### config.mk
export PLATFORM = sky130hd
export DESIGN_NAME = xy_switch_rr
export DESIGN_NICKNAME = d
export VERILOG_FILES = /design/src/rtl/noc_pkg.sv /design/src/rtl/noc_fifo.sv /design/src/rtl/xy_switch_rr.sv
export SDC_FILE = /design/constraint.sdc
export NUM_CORES = 1
export LEC_CHECK = 0
export CORE_MARGIN = 2
export CORE_UTILIZATION = 30
export CTS_BUF_LIST = sky130_fd_sc_hd__clkbuf_8 sky130_fd_sc_hd__clkbuf_16
export DETAILED_ROUTE_END_ITERATION = 8
export HOLD_SLACK_MARGIN = 0.02
export SYNTH_ARGS = -nofsm -noshare
export SYNTH_HDL_FRONTEND = slang
export SYNTH_SLANG_ARGS = --single-unit
### constraint.sdc
create_clock -name clk_i -period 8 [get_ports clk_i]
set_input_delay 2.4 -clock clk_i [delete_from_list [all_inputs] [get_ports clk_i]]
set_output_delay 2.4 -clock clk_i [all_outputs]
set_load 0.005 [all_outputs]
### src/rtl/noc_pkg.sv
// Shared constants for the mesh NoC: port numbering and packet field layout.
// Packets are laid out as {col, row, data} with the column in the MSBs.
package noc_pkg;

    localparam int PORT_CNT   = 5;

    localparam int PORT_RES   = 0;
    localparam int PORT_NORTH = 1;
    localparam int PORT_EAST  = 2;
    localparam int PORT_SOUTH = 3;
    localparam int PORT_WEST  = 4;

    localparam int PCKT_COL_ADDR_W_DEF = 4;
    localparam int PCKT_ROW_ADDR_W_DEF = 4;
    localparam int PCKT_DATA_W_DEF     = 8;

    localparam int PCKT_DATA_LSB = 0;

    // Row field sits directly above the data field.
    function automatic int pckt_row_lsb(input int data_w);
        return PCKT_DATA_LSB + data_w;
    endfunction

    // Column field sits above the row field.
    function automatic int pckt_col_lsb(input int data_w, input int row_w);
        return PCKT_DATA_LSB + data_w + row_w;
    endfunction

endpackage

### src/rtl/noc_fifo.sv
// Synchronous FIFO with combinational head output, full/empty flags and a
// one-cycle overflow pulse for every write dropped while full.
module noc_fifo
    import noc_pkg::*;
#(
    parameter int WIDTH   = 16,
    parameter int DEPTH_W = 3
) (
    input  logic             clk_i,
    input  logic             rst_i,
    input  logic             wr_en_i,
    input  logic [WIDTH-1:0] din_i,
    input  logic             rd_en_i,
    output logic [WIDTH-1:0] dout_o,
    output logic             full_o,
    output logic             empty_o,
    output logic             overflow_o
);

    logic [WIDTH-1:0] mem [2**DEPTH_W];
    logic [DEPTH_W:0] wr_ptr;
    logic [DEPTH_W:0] rd_ptr;
    logic             wr_ok;
    logic             rd_ok;

    // Extra pointer MSB distinguishes full from empty when the indices match.
    assign full_o  = (wr_ptr[DEPTH_W] != rd_ptr[DEPTH_W]) &&
                     (wr_ptr[DEPTH_W-1:0] == rd_ptr[DEPTH_W-1:0]);
    assign empty_o = (wr_ptr == rd_ptr);
    assign dout_o  = mem[rd_ptr[DEPTH_W-1:0]];

    // A write while full is dropped even if a pop happens in the same cycle.
    assign wr_ok = wr_en_i && !full_o;
    assign rd_ok = rd_en_i && !empty_o;

    // Pointer and overflow-flag control.
    always_ff @(posedge clk_i) begin
        if (rst_i) begin
            wr_ptr     <= '0;
            rd_ptr     <= '0;
            overflow_o <= 1'b0;
        end else begin
            if (wr_ok) wr_ptr <= wr_ptr + 1'b1;
            if (rd_ok) rd_ptr <= rd_ptr + 1'b1;
            overflow_o <= wr_en_i && full_o;
        end
    end

    // Storage array; contents are don't-care once pointers are cleared.
    always_ff @(posedge clk_i) begin
        if (wr_ok) mem[wr_ptr[DEPTH_W-1:0]] <= din_i;
    end

endmodule

### src/rtl/xy_switch_rr.sv
// Five-port XY-routing mesh switch. Each input is buffered in a noc_fifo;
// each output runs a round-robin arbiter over inputs whose head packet
// routes to it. Grant/pop happens in stage p0, the packet is registered and
// presented on the output in stage p1.
module xy_switch_rr
    import noc_pkg::*;
#(
    parameter int COL_CORD        = 0,
    parameter int ROW_CORD        = 0,
    parameter int PORT_N          = PORT_CNT,
    parameter int IN_FIFO_DEPTH_W = 3,
    parameter int PCKT_COL_ADDR_W = PCKT_COL_ADDR_W_DEF,
    parameter int PCKT_ROW_ADDR_W = PCKT_ROW_ADDR_W_DEF,
    parameter int PCKT_DATA_W     = PCKT_DATA_W_DEF,
    parameter int PCKT_W          = PCKT_COL_ADDR_W + PCKT_ROW_ADDR_W + PCKT_DATA_W
) (
    input  logic                     clk_i,
    input  logic                     rst_i,
    input  logic [PORT_N-1:0]        wr_en_sw_i,
    input  logic [PCKT_W*PORT_N-1:0] pckt_sw_i,
    output logic [PORT_N-1:0]        in_fifo_full_o,
    output logic [PORT_N-1:0]        in_fifo_overflow_o,
    input  logic [PORT_N-1:0]        nxt_fifo_full_i,
    input  logic [PORT_N-1:0]        nxt_fifo_overflow_i,
    output logic [PORT_N-1:0]        wr_en_sw_o,
    output logic [PCKT_W*PORT_N-1:0] pckt_sw_o,
    output logic [PORT_N-1:0]        err_o
);

    localparam int ROW_LSB = pckt_row_lsb(PCKT_DATA_W);
    localparam int COL_LSB = pckt_col_lsb(PCKT_DATA_W, PCKT_ROW_ADDR_W);
    localparam logic [PCKT_COL_ADDR_W-1:0] MY_COL = PCKT_COL_ADDR_W'(COL_CORD);
    localparam logic [PCKT_ROW_ADDR_W-1:0] MY_ROW = PCKT_ROW_ADDR_W'(ROW_CORD);

    logic [PCKT_W-1:0] head_p0    [PORT_N];
    logic [2:0]        dest_p0    [PORT_N];
    logic [2:0]        gnt_idx_p0 [PORT_N];
    logic [2:0]        ptr_q      [PORT_N];
    logic [2:0]        ptr_nxt    [PORT_N];
    logic [PCKT_W-1:0] pckt_p1    [PORT_N];
    logic [PORT_N-1:0] empty_p0;
    logic [PORT_N-1:0] gnt_vld_p0;
    logic [PORT_N-1:0] pop_p0;
    logic [PORT_N-1:0] vld_p1;
    logic [PORT_N-1:0] err_q;

    // Dimension-ordered routing: resolve the column first, then the row.
    function automatic logic [2:0] xy_route(input logic [PCKT_W-1:0] pckt);
        logic [PCKT_COL_ADDR_W-1:0] col;
        logic [PCKT_ROW_ADDR_W-1:0] row;
        col = pckt[COL_LSB +: PCKT_COL_ADDR_W];
        row = pckt[ROW_LSB +: PCKT_ROW_ADDR_W];
        if (col > MY_COL)      return 3'(PORT_EAST);
        else if (col < MY_COL) return 3'(PORT_WEST);
        else if (row > MY_ROW) return 3'(PORT_SOUTH);
        else if (row < MY_ROW) return 3'(PORT_NORTH);
        else                   return 3'(PORT_RES);
    endfunction

    for (genvar p = 0; p < PORT_N; p++) begin : g_port
        noc_fifo #(
            .WIDTH   (PCKT_W),
            .DEPTH_W (IN_FIFO_DEPTH_W)
        ) u_in_fifo (
            .clk_i      (clk_i),
            .rst_i      (rst_i),
            .wr_en_i    (wr_en_sw_i[p]),
            .din_i      (pckt_sw_i[p*PCKT_W +: PCKT_W]),
            .rd_en_i    (pop_p0[p]),
            .dout_o     (head_p0[p]),
            .full_o     (in_fifo_full_o[p]),
            .empty_o    (empty_p0[p]),
            .overflow_o (in_fifo_overflow_o[p])
        );

        assign dest_p0[p]                      = xy_route(head_p0[p]);
        assign pckt_sw_o[p*PCKT_W +: PCKT_W]   = pckt_p1[p];
    end

    // ---- stage p0: per-output round-robin search starting at the pointer
    always_comb begin
        int         idx;
        logic       found;
        logic [2:0] win;
        idx = 0;
        for (int o = 0; o < PORT_N; o++) begin
            found = 1'b0;
            win   = '0;
            for (int i = 0; i < PORT_N; i++) begin
                idx = int'(ptr_q[o]) + i;
                if (idx >= PORT_N) idx = idx - PORT_N;
                if (!found && !empty_p0[idx] && !nxt_fifo_full_i[o] &&
                    dest_p0[idx] == 3'(o)) begin
                    found = 1'b1;
                    win   = 3'(idx);
                end
            end
            gnt_vld_p0[o] = found;
            gnt_idx_p0[o] = win;
            if (found) ptr_nxt[o] = (win == 3'(PORT_N - 1)) ? 3'd0 : win + 3'd1;
            else       ptr_nxt[o] = ptr_q[o];
        end
    end

    // Pop an input when any output grants it; an input routes to only one output.
    always_comb begin
        pop_p0 = '0;
        for (int p = 0; p < PORT_N; p++) begin
            for (int o = 0; o < PORT_N; o++) begin
                if (gnt_vld_p0[o] && gnt_idx_p0[o] == 3'(p)) pop_p0[p] = 1'b1;
            end
        end
    end

    // ---- stage p1: register granted packets, pointers and sticky errors
    always_ff @(posedge clk_i) begin
        if (rst_i) begin
            vld_p1 <= '0;
            err_q  <= '0;
            for (int o = 0; o < PORT_N; o++) begin
                ptr_q[o]   <= '0;
                pckt_p1[o] <= '0;
            end
        end else begin
            vld_p1 <= gnt_vld_p0;
            err_q  <= err_q | nxt_fifo_overflow_i;
            for (int o = 0; o < PORT_N; o++) begin
                ptr_q[o] <= ptr_nxt[o];
                if (gnt_vld_p0[o]) pckt_p1[o] <= head_p0[gnt_idx_p0[o]];
            end
        end
    end

    assign wr_en_sw_o = vld_p1;
    assign err_o      = err_q;

endmodule

# After elaboration in Yosys (flattened, before gate mapping)
# Memories as Yosys holds them, arrays and structs flattened. A register that Yosys moved wholly into a read port is not among the register bits.
# Cells that the tools add are included.
# op_classes
add_sub_neg	60
order_cmp	100
n_eq_ne	55
mux	343
bitwise	41
reduce_logical	185
# ops
operator	n
$ge 32x4->1 const B	25
$lt 32x5->1 const B	25
$mux 32	25
$not 32->32	25
$mux 3	110
$bmux 16 s3	5
$mux 16	15
$bmux 3 s3	25
$mux 1	133
$logic_and 1x1->1	115
$sub 4x3->5 const B	20
$ge 4x3->1 const B	20
$bmux 1 s3	25
$eq 3x2->1 const B	20
$logic_not 1->1	60
$add 3x2->4 const B	10
$add 4x1->4 const B	10
$gt 4x1->1 const B	10
$lt 4x1->1 const B	10
$eq 3x1->1 const B	10
$eq 3x3->1 const B	10
$logic_not 3->1	10
$add 3x1->4 const B	5
$add 3x3->4 const B	5
other kinds (11)	56
# totals
register_bits	55
mem_bits_rw	735
in_bits	97
out_inout_bits	100
memories	7
# mem_list
memory	words	word_bits	read_ports	rd_ports_with_merged_regs	write_ports	line_no	text
g_port[0].u_in_fifo.mem	8	16	1	1	1	noc_fifo.sv:20	logic [WIDTH-1:0] mem [2**DEPTH_W];
g_port[1].u_in_fifo.mem	8	16	1	1	1	noc_fifo.sv:20	
g_port[2].u_in_fifo.mem	8	16	1	1	1	noc_fifo.sv:20	
g_port[3].u_in_fifo.mem	8	16	1	1	1	noc_fifo.sv:20	
g_port[4].u_in_fifo.mem	8	16	1	1	1	noc_fifo.sv:20	
pckt_p1	5	16	5	0	5	xy_switch_rr.sv:40	logic [PCKT_W-1:0] pckt_p1 [PORT_N];
+1 memories	n/a	n/a	n/a	n/a	n/a	n/a	

# Depth between registers and ports, before layout
# Gate-level depths: netlist (run 1).
# depth
depth_word	41
depth_mapped	24
ltp_nobuf	21

# By module
# Synthesis (run 1) repeated with hierarchy kept, for this count alone.
# unflattened
hier_cells	2322
hier_area_um2	36835.3
# modules_own_cells
mod	instances	cells_per_inst	area_per_inst_um2	seq_area_each_um2
noc_fifo	5	272	5586.6	4083.9
xy_switch_rr	1	962	8902.3	2762.6

# Least setup slack after synthesis (run 1)
# Ideal clock, no wire load.
# synth_timing
path_kind	input to register
from	in nxt_fifo_full_i[2]
to	reg (tool-made name)
setup_time_ns	0.128
arrival_ns	5.834
setup_slack_ns	2.039
cell_stages	15
n_path_buf	1
path_cell_list	inv_1 > o311ai_0 > nor4_1 > nand2_1 > o2111a_1 > nor2b_1 > a221oi_1 > clkbuf_1 > inv_1 > ha_1 > ha_1 > and2_1 > o31ai_1 > mux2i_1 > nor2_1
# synth_lines
item	line_no	text
from (decl)	xy_switch_rr.sv:23	input logic [PORT_N-1:0] nxt_fifo_full_i,

==> impl_metrics.ini, run 1 <==
[outcome]
status = completed

[clocking]
clkLatencyLatePin_ps = 680
cts.sinks = 798
clockBufferDepth = 3
cts_setup_buffers = 0
cts_tree = built
clk_pin_slew_worst_paths_ps = 60
root_buffer = clkbuf_16
cts-buffers-inserted = 84
cts_resized = 0
h-tree-depth = 3
hold_buffers = 0

[cells_and_area]
layout-drive-gt1-share_pct = 14.41
area_growth_pct = 18.08
fin_util_pct = 35.59
nNetsFinal = 2976
num-fill-cells = 11752
post-route-cell-area_sq_mm = 0.04395

[timing]
setup_viol = 0
fmax_ghz = 0.1515
maxSlewHeadroom_pct = 19.79
min_period_over_period_pct = 82.52
fin_worst_skew_ps = 57.04
slew_violations = 0
tightest_slew_ps = 1170
rsz0062_at_grt = false
final-hold-violation-count = 0
tns_ps = 0
whs_ps = 469.1
period_minus_slack_ps = 6601

[critical_path]
path_delay_family = compound AO/OA/AOI/OAI gates
cp_num_buf_inv = 2
ff2ff_setup_slack_ps = 1400
max_stage_delay_ps = 940
slowest_stage = dfxtp_2
worstPathArrival_ps = 7150
cp-start-kind = flip-flop
cp_data_required_time_ps = 8540
crit_type = flip-flop to flip-flop
endpoint_kind = flip-flop
path_cells = buf_4 -> mux2i_1 -> nand2_1 -> mux4_2 -> nor2_1 -> nand2_1 -> o221ai_1 -> o21ai_0 -> nand4_1 -> nor2_1 -> or2_2 -> inv_1 -> ha_1 -> a21boi_0 -> a31o_2 -> mux2_2
crit_cells = 16
crit_path_max_fanout = 33
reg2regPathDepth = 16

[synthesis]
ys_top_cells_by_area = edfxtp_1 58%, mux4_2 8.6%, mux2i_1 6.6%, dfxtp_1 4.2%, nand2_1 2.4%
yosysWarnings = 0
async_flop_share_pct = 0
synth_edf_count = 720
ys_seq_area_share_pct = 62.29
synth_ff_type = edfxtp_1
synth-seq-cells = 798
syn_area_per_cell_sq_um = 14.29
syn_inst = 2605
synth_top_area_share_pct = 58.09
synthesis.area_sq_mm = 0.03722
ys_types = 90
yosys.area.top_type = edfxtp_1

[min_path]
whs_path_depth = 2
hold_path.class = flip-flop to flip-flop

[job]
maxCapViolCount = 0

[placed_design]
placed_cell_area_sq_mm = 0.04122
hpwlAfterDp_mm = 73.87
gp_congestion = 0.9453
port_buffers = 193

[route]
initialDrtViolationCount = 2489
ant_nets = 0
via_count = 23161
drc_errors = 0
drtPass1Iterations = 6
drt-total-wl_mm = 105.0
wl_per_cell_um = 23.21
drt-vias-per-instance = 5.117

[global_routing]
grt_max_degree = 60
busiest_layer = met2
gr-usage-met2_pct = 25.55
grt_pass1_wl_mm = 152.3
grt_pass1_vias = 22515
grt_overflow = 0
grt_use_total_pct = 16.26
grt_util_met1_pct = 21.81
antenna_found_initial = 14
grt_use_met3_pct = 4.297

[floorplanning]
ios = 197
row_count = 129
core_area_sq_mm = 0.1235
start_util_pct = 30.14
die-width_um = 356.2
dieArea_sq_mm = 0.1269
die_h_um = 356.2

[power_and_ir_drop]
powerDensity_mw_per_mm2 = 317.1
peakVddDrop_uv = 217.5
p_leak_nw = 14.87
-- cells by family after synthesis --
| family | Yosys count | synth area share, % |
|---|---|---|
| buffers and inverters | 208 | 2.397 |
| other | 1 | 0.01008 |
| AOI/OAI and AO/OA | 334 | 6.388 |
| xor gates and xnor gates | 54 | 1.271 |
| muxes | 433 | 16.57 |
| and+or+nand+nor | 718 | 9.091 |
| DFF | 798 | 62.29 |
| adders and majority gates | 59 | 1.984 |
-- worst min path at each step --
| stage | start | to | slack (ps) |
|---|---|---|---|
| detailed placement | err_o[2] | err_o[2] | 460 |
| finish | err_o[2] | err_o[2] | 470 |
| floorplan | err_o[0] | err_o[0] | 460 |
| CTS | err_o[2] | err_o[2] | 470 |
| global route | err_o[4] | err_o[4] | 500 |
| global placement | err_o[2] | err_o[2] | 450 |
-- sequential cells by signal (all words and copies together), names as in the netlist, named ones only --
name	flops
g_port.u_in_fifo.wr_ptr	20
g_port.u_in_fifo.mem	640
err_o	5
ptr_q	9
wr_en_sw_o	4
g_port.u_in_fifo.overflow_o	5
pckt_p1	80
g_port.u_in_fifo.rd_ptr	20
-- synth_stat cells, types with 40 or more instances --
cell type and instances:
inv_1 66, ha_1 59, edfxtp_1 720, mux2i_1 246
clkbuf_1 72, nor3_1 40, nand2_1 237, mux4_2 142
dfxtp_1 78, nor2_1 203, a21oi_1 64, o21ai_0 50
-- report_power, final --
group          switching, mW  internal [mW]  total (mW)
clock network           1.66           2.15        3.80
registers              0.261           4.96        5.22
logic                   3.06           1.86        4.92
total                   4.98           8.96        13.9
-- per-layer routing --
metal / vias to the layer above / share of wire (%)
li1: 10487 / -
met4: 12 / 2.8
met3: 178 / 8.3
met1: 11662 / 43
met5: - / 0.082
met2: 822 / 46
-- per-stage QoR --
stage | power, mW | std cells | setup WS, ps
2_1_floorplan | 8.154 | 2606 | 2039
3_3_place_gp | 10.09 | 4371 | 865.5
3_5_place_dp | 10.10 | 4371 | 909.6
4_1_cts | 13.92 | 4523 | 1485
5_1_grt | 14.54 | 4523 | 1053
6_report | 13.94 | 4526 | 1399
-- cells in the final DEF (no fill, tap or decap), types with 31 or more instances in the layout --
| cell type | synthesis | routed |
|---|---|---|
| nor2_1 | 203 | 203 |
| and2_1 | 31 | 31 |
| clkdlybuf4s50_1 | 0 | 192 |
| dfxtp_1 | 78 | 72 |
| mux2i_1 | 246 | 246 |
| o211ai_1 | 35 | 35 |
| nand2_1 | 237 | 237 |
| a21oi_1 | 64 | 64 |
| ha_1 | 59 | 59 |
| nand3_1 | 35 | 35 |
| inv_1 | 66 | 91 |
| mux4_2 | 142 | 142 |
| nand2b_1 | 32 | 32 |
| edfxtp_1 | 720 | 720 |
| clkbuf_16 | 0 | 84 |
| mux2_2 | 35 | 35 |
| buf_4 | 14 | 74 |
| o21ai_0 | 50 | 50 |
-- worst min-delay path: stages, from the launching register on --
cell	delay, ps
dfxtp_1	320
nor2_1	40
nor2_1	70
-- layout make-up --
| type | instances | area, sq um | share of cell area [%] |
|---|---|---|---|
| Clock inverter | 63 | 544.3 | 1.238 |
| Multi-Input combinational cell | 1600 | 13240 | 30.14 |
| Antenna cell | 3 | 7.507 | 0.01708 |
| Inverter | 70 | 262.8 | 0.5979 |
| Tap cell | 1637 | 2048 | 4.661 |
| Clock buffer | 89 | 2171 | 4.940 |
| Timing Repair Buffer | 266 | 2477 | 5.637 |
| Sequential cell | 798 | 23190 | 52.77 |
No activity file was read; power rests on OpenSTA's default activity.
==> inputs of run 2 (changes only) <==
Clock period 8 ns to 6.5 ns, I/O delays scaled along.
==> impl_metrics.ini, run 2 (same netlist as run 1, synthesis figures left out) <==
[outcome]
status = completed

[timing]
setup_viol = 0
tns_ps = 0
fmax_ghz = 0.1660
maxSlewHeadroom_pct = 21.34
rsz0062_at_grt = false
tightest_slew_ps = 1147
final-hold-violation-count = 0
fin_worst_skew_ps = 57.77
whs_ps = 466.0
min_period_over_period_pct = 92.65
period_minus_slack_ps = 6022
slew_violations = 0

[route]
drt-vias-per-instance = 5.143
via_count = 23441
initialDrtViolationCount = 2293
top_layer_used = met5
drc_errors = 0
drt-total-wl_mm = 105.6
dr_wl_met2_mm = 49.35
met3_length_mm = 8.324
drtPass1Iterations = 6
drt-met1-wl_mm = 45.08
wl_per_cell_um = 23.16
ant_nets = 0

[critical_path]
max_stage_delay_ps = 850
crit_path_max_fanout = 12
path_delay_family = compound AO/OA/AOI/OAI gates
worstPathArrival_ps = 6430
endpoint_kind = flip-flop
path_cells = inv_1 -> ha_1 -> a211oi_1 -> a21boi_0 -> a21oi_1 -> nor3_1 -> nor4_1 -> nand2_1 -> o2111a_1 -> and2_1 -> a41o_1 -> nor3_1 -> nand4_1 -> o211ai_1
cp_num_buf_inv = 1
slowest_stage = nor3_1
path_common_cell = nor3_1
cp-start-kind = flip-flop
crit_type = flip-flop to flip-flop
cp_data_required_time_ps = 6910

[clocking]
root_buffer = clkbuf_16
cts.sinks = 798
hold_buffers = 0
clockBufferDepth = 3
cts-buffers-inserted = 85
h-tree-depth = 3
cts_resized = 0
cts_tree = built
cts_setup_buffers = 0
clk_pin_slew_worst_paths_ps = 70
clkLatencyLatePin_ps = 700

[global_routing]
grt_use_total_pct = 16.43
grt_pass1_wl_mm = 153.8
antenna_found_initial = 13
grt_pass1_vias = 22995
grt_max_degree = 56
grt_overflow = 0

[floorplanning]
core_area_sq_mm = 0.1235
row_count = 129
ios = 197
dieArea_sq_mm = 0.1269
start_util_pct = 30.14
die-width_um = 356.2
die_h_um = 356.2

[cells_and_area]
final_common_cell = edfxtp_1
final_cell_mix = 720 x edfxtp_1, 246 x mux2i_1, 237 x nand2_1, 203 x nor2_1, 192 x clkdlybuf4s50_1
layout-drive-gt1-share_pct = 15.23
num-fill-cells = 11698
largest_register_ffs = 640
antenna_cells = 0
area_growth_pct = 18.93
fin_util_pct = 35.85
nNetsFinal = 3007

[job]
maxCapViolCount = 0

[min_path]
hold_path.class = flip-flop to flip-flop

[placed_design]
hpwlAfterDp_mm = 74.46
gp_congestion = 0.9373
port_buffers = 193

[power_and_ir_drop]
powerDensity_mw_per_mm2 = 393.2
p_leak_nw = 15.03
peakVddDrop_uv = 374.6
run 2: cell types whose count changed in the layout (fill, tap and decap cells not counted), sizes merged:
| cell | change |
|---|---|
| inv | -6 |
| clkinv | +10 |
| clkbuf | -3 |
| clkinvlp | +1 |
| diode | -3 |
| bufinv | +3 |
| buf | +30 |
run 2: routing by layer:
layer  track usage, %  vias to the layer above
li1                 -                    10549
met1            22.14                    11836
met2            26.31                      866
met3            3.908                      178
met4            4.852                       12
met5                0                        -
run 2: tightest hold or removal path, stage by stage, from the launching register on:
cell     delay (ps)
dfxtp_1         320
nor2_1           40
nor2_1           70
run 2: final timing paths:
kind                             startpoint       endpoint  slack [ps]  cells past startpoint
worst max-delay path            ptr_q[0][7]  pckt_p1[0][7]         480                     14
worst max register to register  ptr_q[0][7]  pckt_p1[0][7]         480                     14
worst min register to register     err_o[4]       err_o[4]         470                      2
worst min-delay path               err_o[4]       err_o[4]         470                      2
run 2: where the power goes:
| part | total [mW] | switching (mW) | leakage (nW) | internal (mW) |
|---|---|---|---|---|
| clock network | 4.84 | 2.09 | 1.42 | 2.76 |
| logic | 6.10 | 3.68 | 6.31 | 2.42 |
| registers | 6.46 | 0.361 | 7.30 | 6.10 |
| total | 17.4 | 6.13 | 15.0 | 11.3 |
run 2: metrics by stage:
stage                     cells  area (sq um)  setup slack, ps  power (mW)
final                      4558         44260            477.6       17.40
after global routing       4558         44260            10.22       18.17
after CTS                  4558         44260            658.1       17.43
after detailed placement   4401         41450            488.1       12.55
after global placement     4401         41450            458.3       12.52
after floorplan            2606         37220            984.7       10.04
run 2: final cells by class:
class | count | area [sq um] | share of cell area [%]
clock inverter | 71 | 654.4 | 1.478
multi-input combinational | 1600 | 13240 | 29.91
timing repair buffer | 296 | 2715 | 6.134
clock buffer | 86 | 2152 | 4.862
tap | 1637 | 2048 | 4.628
sequential | 798 | 23190 | 52.39
inverter | 70 | 262.8 | 0.5936
